===== config.mk =====
export PLATFORM = sky130hd
export DESIGN_NAME = icc_branch_unit_flat
export DESIGN_NICKNAME = d
export VERILOG_FILES = /design/src/rtl/icc_branch_unit_if.sv /design/src/rtl/icc_branch_unit.sv /design/src/flat_wrapper.sv
export SDC_FILE = /design/constraint.sdc
export NUM_CORES = 1
export LEC_CHECK = 0
export CAP_MARGIN = 20
export CORE_ASPECT_RATIO = 0.75
export CORE_MARGIN = 2
export CORE_UTILIZATION = 25
export CTS_CLUSTER_SIZE = 30
export DETAILED_ROUTE_END_ITERATION = 7
export PLACE_DENSITY = 0.6
export SYNTH_ARGS = -nofsm -noshare
export SYNTH_HDL_FRONTEND = slang
export SYNTH_SLANG_ARGS = --single-unit
export TNS_END_PERCENT = 1

===== constraint.sdc =====
create_clock -name clk -period 1.6 [get_ports clk]
set_clock_uncertainty 0.15 [all_clocks]
set_input_delay 0.24 -clock clk [delete_from_list [all_inputs] [get_ports clk]]
set_output_delay 0.24 -clock clk [all_outputs]
set_load 0.02 [all_outputs]

===== src/rtl/icc_branch_unit_if.sv =====
// Bundle between the ALU/fetch/decode pipeline and the icc branch unit.
// master = pipeline side, slave = icc_branch_unit.
interface icc_branch_unit_if;
    logic       alu_valid;
    logic [5:0] alu_opcode;
    logic       alu_n;
    logic       alu_z;
    logic       alu_v;
    logic       alu_c;
    logic       psr_we;
    logic [3:0] psr_wdata;
    logic       carry_o;
    logic [3:0] icc_o;
    logic       br_valid;
    logic [3:0] br_cond;
    logic       br_annul;
    logic       instr_valid;
    logic       br_taken;
    logic       squash_o;
    logic       dcti_err;

    modport master (
        output alu_valid, alu_opcode, alu_n, alu_z, alu_v, alu_c,
        output psr_we, psr_wdata,
        output br_valid, br_cond, br_annul, instr_valid,
        input  carry_o, icc_o, br_taken, squash_o, dcti_err
    );

    modport slave (
        input  alu_valid, alu_opcode, alu_n, alu_z, alu_v, alu_c,
        input  psr_we, psr_wdata,
        input  br_valid, br_cond, br_annul, instr_valid,
        output carry_o, icc_o, br_taken, squash_o, dcti_err
    );
endinterface


===== src/rtl/icc_branch_unit.sv =====
// Integer condition codes {N,Z,V,C}, Bicc condition evaluation and the
// delay-slot / annul sequencer feeding fetch and decode.
module icc_branch_unit #(
    parameter logic [3:0] RESET_ICC = 4'b0000
) (
    input logic             clk,
    input logic             rst_n,
    icc_branch_unit_if.slave bus
);

    localparam logic [0:0] ST_IDLE  = 1'b0;
    localparam logic [0:0] ST_DSLOT = 1'b1;

    localparam logic [3:0] COND_BN = 4'b0000;
    localparam logic [3:0] COND_BA = 4'b1000;

    logic [3:0] icc_q,      icc_d;
    logic [0:0] state_q,    state_d;
    logic       annul_q,    annul_d;
    logic       br_taken_q, br_taken_d;
    logic       dcti_err_q, dcti_err_d;
    logic       cond_true;
    logic       unused_opcode_bits;

    // cond[3] inverts the sense of the base test selected by cond[2:0].
    function automatic logic cond_eval(input logic [3:0] cond, input logic [3:0] icc);
        logic n, z, v, c, base;
        n = icc[3];
        z = icc[2];
        v = icc[1];
        c = icc[0];
        unique case (cond[2:0])
            3'd0:    base = 1'b0;
            3'd1:    base = z;
            3'd2:    base = z | (n ^ v);
            3'd3:    base = n ^ v;
            3'd4:    base = c | z;
            3'd5:    base = c;
            3'd6:    base = n;
            default: base = v;
        endcase
        return base ^ cond[3];
    endfunction

    assign unused_opcode_bits = &{1'b0, bus.alu_opcode[3:2]};

    always_comb begin
        icc_d = icc_q;
        if (bus.psr_we) begin
            icc_d = bus.psr_wdata;
        end else if (bus.alu_valid && !bus.alu_opcode[5] && bus.alu_opcode[4]) begin
            if (bus.alu_opcode[1:0] == 2'b00)
                icc_d = {bus.alu_n, bus.alu_z, bus.alu_v, bus.alu_c};
            else
                icc_d = {bus.alu_n, bus.alu_z, 2'b00};
        end
    end

    // Branches see icc_d so a same-cycle flag write is forwarded.
    assign cond_true = cond_eval(bus.br_cond, icc_d);

    always_comb begin
        state_d    = state_q;
        annul_d    = annul_q;
        br_taken_d = 1'b0;
        dcti_err_d = 1'b0;
        unique case (state_q)
            ST_IDLE: begin
                if (bus.br_valid) begin
                    br_taken_d = cond_true;
                    annul_d    = bus.br_annul &
                                 ((bus.br_cond == COND_BA) || (bus.br_cond == COND_BN) || !cond_true);
                    state_d    = ST_DSLOT;
                end
            end
            default: begin
                if (bus.instr_valid || bus.br_valid) begin
                    dcti_err_d = bus.br_valid & ~annul_q;
                    annul_d    = 1'b0;
                    state_d    = ST_IDLE;
                end
            end
        endcase
    end

    always_ff @(posedge clk or negedge rst_n) begin
        if (!rst_n) begin
            icc_q      <= RESET_ICC;
            state_q    <= ST_IDLE;
            annul_q    <= 1'b0;
            br_taken_q <= 1'b0;
            dcti_err_q <= 1'b0;
        end else begin
            icc_q      <= icc_d;
            state_q    <= state_d;
            annul_q    <= annul_d;
            br_taken_q <= br_taken_d;
            dcti_err_q <= dcti_err_d;
        end
    end

    assign bus.icc_o    = icc_q;
    assign bus.carry_o  = icc_q[0];
    assign bus.br_taken = br_taken_q;
    assign bus.dcti_err = dcti_err_q;
    assign bus.squash_o = (state_q == ST_DSLOT) & annul_q & (bus.instr_valid | bus.br_valid);

endmodule


===== src/flat_wrapper.sv =====
// flat-port wrapper written by rule: the top's interface ports become plain ports
module icc_branch_unit_flat 
#(
    parameter logic [3:0] RESET_ICC = 4'b0000
)
  (clk, rst_n, bus_alu_valid, bus_alu_opcode, bus_alu_n, bus_alu_z, bus_alu_v, bus_alu_c, bus_psr_we, bus_psr_wdata, bus_br_valid, bus_br_cond, bus_br_annul, bus_instr_valid, bus_carry_o, bus_icc_o, bus_br_taken, bus_squash_o, bus_dcti_err);
  icc_branch_unit_if bus_i ();
  input logic clk;
  input logic rst_n;
  input wire logic [$bits(bus_i.alu_valid)-1:0] bus_alu_valid;
  input wire logic [$bits(bus_i.alu_opcode)-1:0] bus_alu_opcode;
  input wire logic [$bits(bus_i.alu_n)-1:0] bus_alu_n;
  input wire logic [$bits(bus_i.alu_z)-1:0] bus_alu_z;
  input wire logic [$bits(bus_i.alu_v)-1:0] bus_alu_v;
  input wire logic [$bits(bus_i.alu_c)-1:0] bus_alu_c;
  input wire logic [$bits(bus_i.psr_we)-1:0] bus_psr_we;
  input wire logic [$bits(bus_i.psr_wdata)-1:0] bus_psr_wdata;
  input wire logic [$bits(bus_i.br_valid)-1:0] bus_br_valid;
  input wire logic [$bits(bus_i.br_cond)-1:0] bus_br_cond;
  input wire logic [$bits(bus_i.br_annul)-1:0] bus_br_annul;
  input wire logic [$bits(bus_i.instr_valid)-1:0] bus_instr_valid;
  output wire logic [$bits(bus_i.carry_o)-1:0] bus_carry_o;
  output wire logic [$bits(bus_i.icc_o)-1:0] bus_icc_o;
  output wire logic [$bits(bus_i.br_taken)-1:0] bus_br_taken;
  output wire logic [$bits(bus_i.squash_o)-1:0] bus_squash_o;
  output wire logic [$bits(bus_i.dcti_err)-1:0] bus_dcti_err;
  assign bus_i.alu_valid = bus_alu_valid;
  assign bus_i.alu_opcode = bus_alu_opcode;
  assign bus_i.alu_n = bus_alu_n;
  assign bus_i.alu_z = bus_alu_z;
  assign bus_i.alu_v = bus_alu_v;
  assign bus_i.alu_c = bus_alu_c;
  assign bus_i.psr_we = bus_psr_we;
  assign bus_i.psr_wdata = bus_psr_wdata;
  assign bus_i.br_valid = bus_br_valid;
  assign bus_i.br_cond = bus_br_cond;
  assign bus_i.br_annul = bus_br_annul;
  assign bus_i.instr_valid = bus_instr_valid;
  assign bus_carry_o = bus_i.carry_o;
  assign bus_icc_o = bus_i.icc_o;
  assign bus_br_taken = bus_i.br_taken;
  assign bus_squash_o = bus_i.squash_o;
  assign bus_dcti_err = bus_i.dcti_err;
  icc_branch_unit #(.RESET_ICC(RESET_ICC)) u_core (.clk(clk), .rst_n(rst_n), .bus(bus_i));
endmodule

After elaboration in Yosys (flattened, before gate mapping)
Index checks and enable logic that the tools add are counted.
{"block": "classes", "eq_ne": 8, "mux": 14, "bitwise_logic": 10, "reduce_logical": 12}
{"operator": "$mux W1", "n": 10}
{"operator": "$eq A3 B3 Y1 const B", "n": 3}
{"operator": "$mux W4", "n": 2}
{"operator": "$pmux W1 S7", "n": 1}
{"operator": "$eq A3 B2 Y1 const B", "n": 2}
{"operator": "$and A1 B1 Y1", "n": 4}
{"operator": "$eq A4 B4 Y1 const B", "n": 1}
{"operator": "$logic_not A4 Y1", "n": 1}
{"operator": "$eq A3 B1 Y1 const B", "n": 1}
{"operator": "$logic_not A3 Y1", "n": 1}
{"operator": "$logic_or A1 B1 Y1", "n": 3}
{"operator": "$or A1 B1 Y1", "n": 3}
{"operator": "$logic_and A1 B1 Y1", "n": 2}
{"operator": "$logic_not A1 Y1", "n": 2}
{"operator": "$logic_not A2 Y1", "n": 1}
{"operator": "$mux W2", "n": 1}
{"operator": "$ne A2 B2 Y1 const B", "n": 1}
{"operator": "$reduce_and A2 Y1", "n": 1}
{"operator": "$reduce_bool A2 Y1", "n": 1}
{"operator": "$xor A1 B1 Y1", "n": 2}
{"operator": "$not A1 Y1", "n": 1}
{"block": "word_totals", "regBits": 8, "inputBits": 25, "out_inout_bits": 8}

Longest topological paths before layout
{"block": "logic_depth", "depth_word": 14, "depth_mapped": 6, "ltp_nobuf": 6}

Least setup slack after synthesis
No wires, ideal clock.
{"block": "synth_path", "path_kind": "register to register", "start": "register u_core.icc_q[3] (netlist: u_core.bus.icc_o[3])", "end": "register u_core.annul_q", "setup_ns": 0.120, "arrival_time_ns": 1.500, "setup_slack_ns": -0.170, "path_stages_with_launch": 7, "path_buffers": 0, "synth_period_minus_slack_ns": 1.770, "cell_sequence": "dfrtp_1 > nor2b_1 > mux2i_1 > a221o_1 > o211a_1 > a211o_1 > and3_1"}
{"block": "synth_between", "elab_chain_cells": 11}
{"element": "start, declared", "line": "icc_branch_unit.sv:17", "rtl": "logic [3:0] icc_q, icc_d;"}
{"element": "start signal, assigned", "line": "icc_branch_unit.sv:94", "rtl": "icc_q <= icc_d;"}
{"element": "$mux W4 (*)", "line": "icc_branch_unit.sv:51", "rtl": "end else if (bus.alu_valid && !bus.alu_opcode[5] && bus.alu_opcode[4]) begin"}
{"element": "$mux W4 (*)", "line": "icc_branch_unit.sv:49", "rtl": "if (bus.psr_we) begin"}
{"element": "$xor A1 B1 Y1", "line": "icc_branch_unit.sv:35, icc_branch_unit.sv:36"}
{"element": "$or A1 B1 Y1", "line": "icc_branch_unit.sv:35", "rtl": "3'd2: base = z | (n ^ v);"}
{"element": "$pmux W1 S7 (*)", "line": "icc_branch_unit.sv:32", "rtl": "unique case (cond[2:0])"}
{"element": "$xor A1 B1 Y1 (*)", "line": "icc_branch_unit.sv:42", "rtl": "return base ^ cond[3];"}
{"element": "$logic_not A1 Y1 (*)", "line": "icc_branch_unit.sv:72", "rtl": "((bus.br_cond == COND_BA) || (bus.br_cond == COND_BN) || !cond_true);"}
{"element": "$logic_or A1 B1 Y1 (*)", "line": "icc_branch_unit.sv:72"}
{"element": "$and A1 B1 Y1 (*)", "line": "icc_branch_unit.sv:71", "rtl": "annul_d = bus.br_annul &"}
{"element": "$mux W1 (*)", "line": "icc_branch_unit.sv:69", "rtl": "if (bus.br_valid) begin"}
{"element": "$mux W1 (*)", "line": "icc_branch_unit.sv:67", "rtl": "unique case (state_q)"}
{"element": "end signal, assigned", "line": "icc_branch_unit.sv:96", "rtl": "annul_q <= annul_d;"}
{"element": "end, declared", "line": "icc_branch_unit.sv:19", "rtl": "logic annul_q, annul_d;"}
Every way passes the cells marked *; elsewhere a longest branch is shown, timed or not. The select of a mux whose other input is x is not followed.
A chain may end at the register's enable or synchronous reset.

Final worst setup path
{"block": "layout_path", "start": "input bus_alu_opcode[1]", "end": "register u_core.annul_q"}
{"block": "layout_between", "elab_chain_cells": 13}
{"element": "start, declared", "line": "flat_wrapper.sv:11", "rtl": "input wire logic [$bits(bus_i.alu_opcode)-1:0] bus_alu_opcode;"}
{"element": "$logic_not A2 Y1 (*)", "line": "icc_branch_unit.sv:52", "rtl": "if (bus.alu_opcode[1:0] == 2'b00)"}
{"element": "$mux W2 (*)", "line": "icc_branch_unit.sv:52"}
{"element": "$mux W4 (*)", "line": "icc_branch_unit.sv:51"}
{"element": "$mux W4 (*)", "line": "icc_branch_unit.sv:49"}
{"element": "$xor A1 B1 Y1", "line": "icc_branch_unit.sv:35, icc_branch_unit.sv:36"}
{"element": "$or A1 B1 Y1", "line": "icc_branch_unit.sv:35"}
{"element": "$pmux W1 S7 (*)", "line": "icc_branch_unit.sv:32"}
{"element": "$xor A1 B1 Y1 (*)", "line": "icc_branch_unit.sv:42"}
{"element": "$logic_not A1 Y1 (*)", "line": "icc_branch_unit.sv:72"}
{"element": "$logic_or A1 B1 Y1 (*)", "line": "icc_branch_unit.sv:72"}
{"element": "$and A1 B1 Y1 (*)", "line": "icc_branch_unit.sv:71"}
{"element": "$mux W1 (*)", "line": "icc_branch_unit.sv:69"}
{"element": "$mux W1 (*)", "line": "icc_branch_unit.sv:67"}
Marks and branches as above.

==> results.txt <==
----------------------------------------------------
[Outcome]
  Result of the run ... complete, but fails checks
  Violations in the final reports ... negative setup slack

[Logic synthesis]
  Arithmetic-cell share of the synthesized area counting full adders, half adders and majority gates ... 0
  Number of enable flip-flop cells after synthesis ... 0
  Cell types with the highest counts after synthesis ... 8 x sky130_fd_sc_hd__dfrtp_1, 6 x sky130_fd_sc_hd__nand2_1, 6 x sky130_fd_sc_hd__nor2_1
  Synthesized instance count ... 61
  Top_reg_cell synth ... sky130_fd_sc_hd__dfrtp_1
  Async set or reset register ratio after synthesis ... 1.000
  Net count after synthesis ... 86
  Syn Std Cell Area ... 548.0 µm²
  Multiplexer share of the synthesized area ... 0.1142
  Largest family of logic cells by synthesized area ... simple AND/OR/NAND/NOR gates
  Library cell with the highest instance count after synthesis ... sky130_fd_sc_hd__dfrtp_1
  Warnings from Yosys ... 0
  Synthesized-area fraction occupied by xor and xnor cells ... 0.01598
  Leading area contributor after synthesis ... sky130_fd_sc_hd__dfrtp_1
  Complex-gate fraction of the synthesized area ... 0.1667
  Mean instance size in the synthesized netlist ... 8.984 µm²
  Main area contributors after synthesis ... sky130_fd_sc_hd__dfrtp_1 37%, sky130_fd_sc_hd__mux2i_1 7.3%, sky130_fd_sc_hd__mux2_2 4.1%
  Post-synthesis cell type count ... 26
  Sequential cell area fraction in the yosys report ... 0.3653
  Area share of and/or/nand/nor cells after synthesis ... 0.2900
  Number of synthesized register bits ... 8
  Portion of synthesized cell area occupied by the leading cell type ... 0.3653

[Finish]
  Post-layout nets ... 134
  Post-route cell area ... 1062 µm²
  Ratio of cells with drive above 1 in the final layout ... 0.3271
  Area overhead of the layout relative to synthesis ... 93.84%
  Antenna diode count ... 0

[Min path]
  Worst Hold Class ... in2async

[Pwr]
  VDD IR max ... 0.4534 mV
  Power Density ... 633.4 nW/µm²
  Static power due to leakage ... 0.5253 nW

[Detailed routing]
  Drt first pass iters ... 4
  Antenna viol nets, final ... 0
  Vias/cell ... 4.626
  Number of violations reported at the end of detailed-routing iteration 0 ... 14
  Final Routed Wirelength ... 1600 µm
  Via count of the routed design ... 606
  Average routed wire per standard cell ... 12.21 µm
  Remaining design rule violation count ... 0

[GRT]
  Global-route total usage across every layer ... 0.1351
  Global-route wire length before repair ... 2622 µm
  Global-route congestion overflow total ... 0
  Vias in the first global route ... 573
  Number of antenna violations at the first check in global routing ... 0
  Pin count of the biggest net entering global routing ... 9

[STA]
  RSZ-0062 raised after global routing ... yes
  Final Slew Violations ... 0
  Period utilisation layout ... 1.079
  Slew margin rel. ... 0.7592
  Upper clock frequency limit ... 0.5791 GHz
  Actual transition at the worst max-transition pin ... 0.3600 ns
  Final Hold Fails ... 0
  Final setup vio count ... 2
  Worst-case setup margin in the final layout ... -0.1268 ns
  Time the worst path needs with I/O delays and setup ... 1.727 ns

[Setup path]
  Type of element capturing the critical path ... register
  Setup slack, reg-to-reg ... -0.10 ns
  Setup crit end ... u_core.annul_q$_DFFE_PN0P_
  Maximum fanout count along the critical path ... 3
  Crit path required time ... 1.59 ns
  Crit path kind ... in2reg
  Critical R2R Launch ... u_core.bus.icc_o[3]$_DFF_PN0_
  Type of origin of the critical path ... input pin
  R2R Path End ... u_core.annul_q$_DFFE_PN0P_
  Data arrival at the endpoint of the critical path ... 1.72 ns
  Launching element of the worst setup path ... bus_alu_opcode[1]
  Worst r2r path cells ... 6

[Clock tree]
  Skew-Pair Late Insertion Delay ... 0.25 ns
  CTS tree ... yes
  Number of CTS-inserted buffers ... 3
  Clk slew on worst S/H paths ... 0.05 ns
  H-tree depth ... 1
  Root Driver ... sky130_fd_sc_hd__clkbuf_4
  Clock Sinks ... 8
  Worst-case clock buffer depth ... 2
  Hold-fix buffer count after cts ... 0

[Floorplan]
  Die area ... 2586 µm²
  Effective utilization at floorplan ... 0.2697
  Die outline height ... 44.55 µm
  Die width ... 58.06 µm
  Std-Cell Rows ... 14
  Core Area ... 2032 µm²
  IO Pins ... 33

[Run]
  Max-capacitance violation count ... 0

[Placement]
  GP Congestion ... 0.7507
  Placed wire-length estimate after detailed placement ... 1208 µm
  Area after DPL ... 968.4 µm²
  Count of port buffers added during placement ... 30
  Setup Slack @ Placement ... -0.6273 ns

----------------------------------------------------
-- cell usage in the layout, fill, tap and decap left out, types with 2 or more instances in the layout --
cell type / Yosys / final
sky130_fd_sc_hd__buf_4: 1 / 14
sky130_fd_sc_hd__dlygate4sd2_1: 0 / 12
sky130_fd_sc_hd__dfrtp_1: 8 / 8
sky130_fd_sc_hd__clkdlybuf4s50_1: 0 / 13
sky130_fd_sc_hd__inv_1: 5 / 4
sky130_fd_sc_hd__nor2b_1: 3 / 3
sky130_fd_sc_hd__mux2i_4: 0 / 2
sky130_fd_sc_hd__nand3_2: 0 / 2
sky130_fd_sc_hd__and3_1: 2 / 2
sky130_fd_sc_hd__a21oi_1: 4 / 3
sky130_fd_sc_hd__nor2_1: 6 / 6
sky130_fd_sc_hd__mux2_4: 0 / 2
sky130_fd_sc_hd__clkbuf_4: 0 / 3
sky130_fd_sc_hd__nor3_1: 2 / 2
sky130_fd_sc_hd__nand2_1: 6 / 6
-- power by group --
group          internal (mW)  leakage, nW  switching (mW)
logic                  0.162        0.412           0.127
registers              0.223       0.0994          0.0120
clock network         0.0854       0.0138          0.0630
-- logic make-up after synthesis --
family          count (synthesis)
simple gates                   28
compound gates                 12
flops                           8
mux                             6
buf+inv                         6
xor+xnor                        1
-- flip-flops by register name, summed over array words and instances, names as in the netlist --
| register | flops |
|---|---|
| u_core.bus.icc_o | 4 |
| u_core.bus.dcti_err | 1 |
| u_core.annul_q | 1 |
| u_core.bus.br_taken | 1 |
| u_core.state_q | 1 |
-- worst min-delay path by stage --
stage,endpoint,slack [ns]
2_1_floorplan,u_core.annul_q$_DFFE_PN0P_,-0.21
3_3_place_gp,u_core.state_q$_DFF_PN0_,0.38
3_5_place_dp,u_core.bus.br_taken$_DFF_PN0_,0.39
4_1_cts,u_core.state_q$_DFF_PN0_,0.12
5_1_grt,u_core.bus.icc_o[3]$_DFF_PN0_,0.14
6_report,u_core.bus.icc_o[3]$_DFF_PN0_,0.12
-- layer usage --
metal | part of all wire | GRT usage | wire length, µm
met5 | 0 | 0 | 0
met1 | 0.48 | 0.1946 | 767
met2 | 0.40 | 0.1841 | 642
met3 | 0.12 | 0.06725 | 189
met4 | 0 | 0.01860 | 0
-- critical path, cell delays in order --
cell and delay [ns]:
sky130_fd_sc_hd__dlygate4sd2_1 0.27, sky130_fd_sc_hd__nor3b_4 0.22, sky130_fd_sc_hd__mux2i_4 0.10, sky130_fd_sc_hd__a221o_1 0.31
sky130_fd_sc_hd__o211a_1 0.15, sky130_fd_sc_hd__a211o_1 0.29, sky130_fd_sc_hd__and3_1 0.13
-- stage by stage --
stage	power (mW)	util	hold slack (ns)	instances	TNS (ns)
finish	0.6728	0.5228	0.1155	131	-0.2275
global route	0.7214	0.5228	0.1419	131	-0.3628
CTS	0.6731	0.5191	0.1232	130	-0.1944
detailed placement	0.5006	0.4766	0.3850	127	-1.958
global placement	0.4980	0.4766	0.3771	127	-1.824
floorplan	0.3437	-	-0.2056	61	-0.2450
-- area by class of cell --
type,instances,area (µm²)
Fill cell,198,969.7
Multi-Input combinational cell,47,406.6
Timing Repair Buffer,44,384.1
Sequential cell,8,200.2
Tap cell,24,30.03
Clock buffer,3,22.52
Inverter,5,18.77
-- repair_timing --
item / CTS / global route
pin swaps: 5 / 1
setup endpoints to repair: 7 / 4
buffers inserted: 0 / 1
gates resized for setup: 35 / 5
Power figures use the tool's default switching activity.
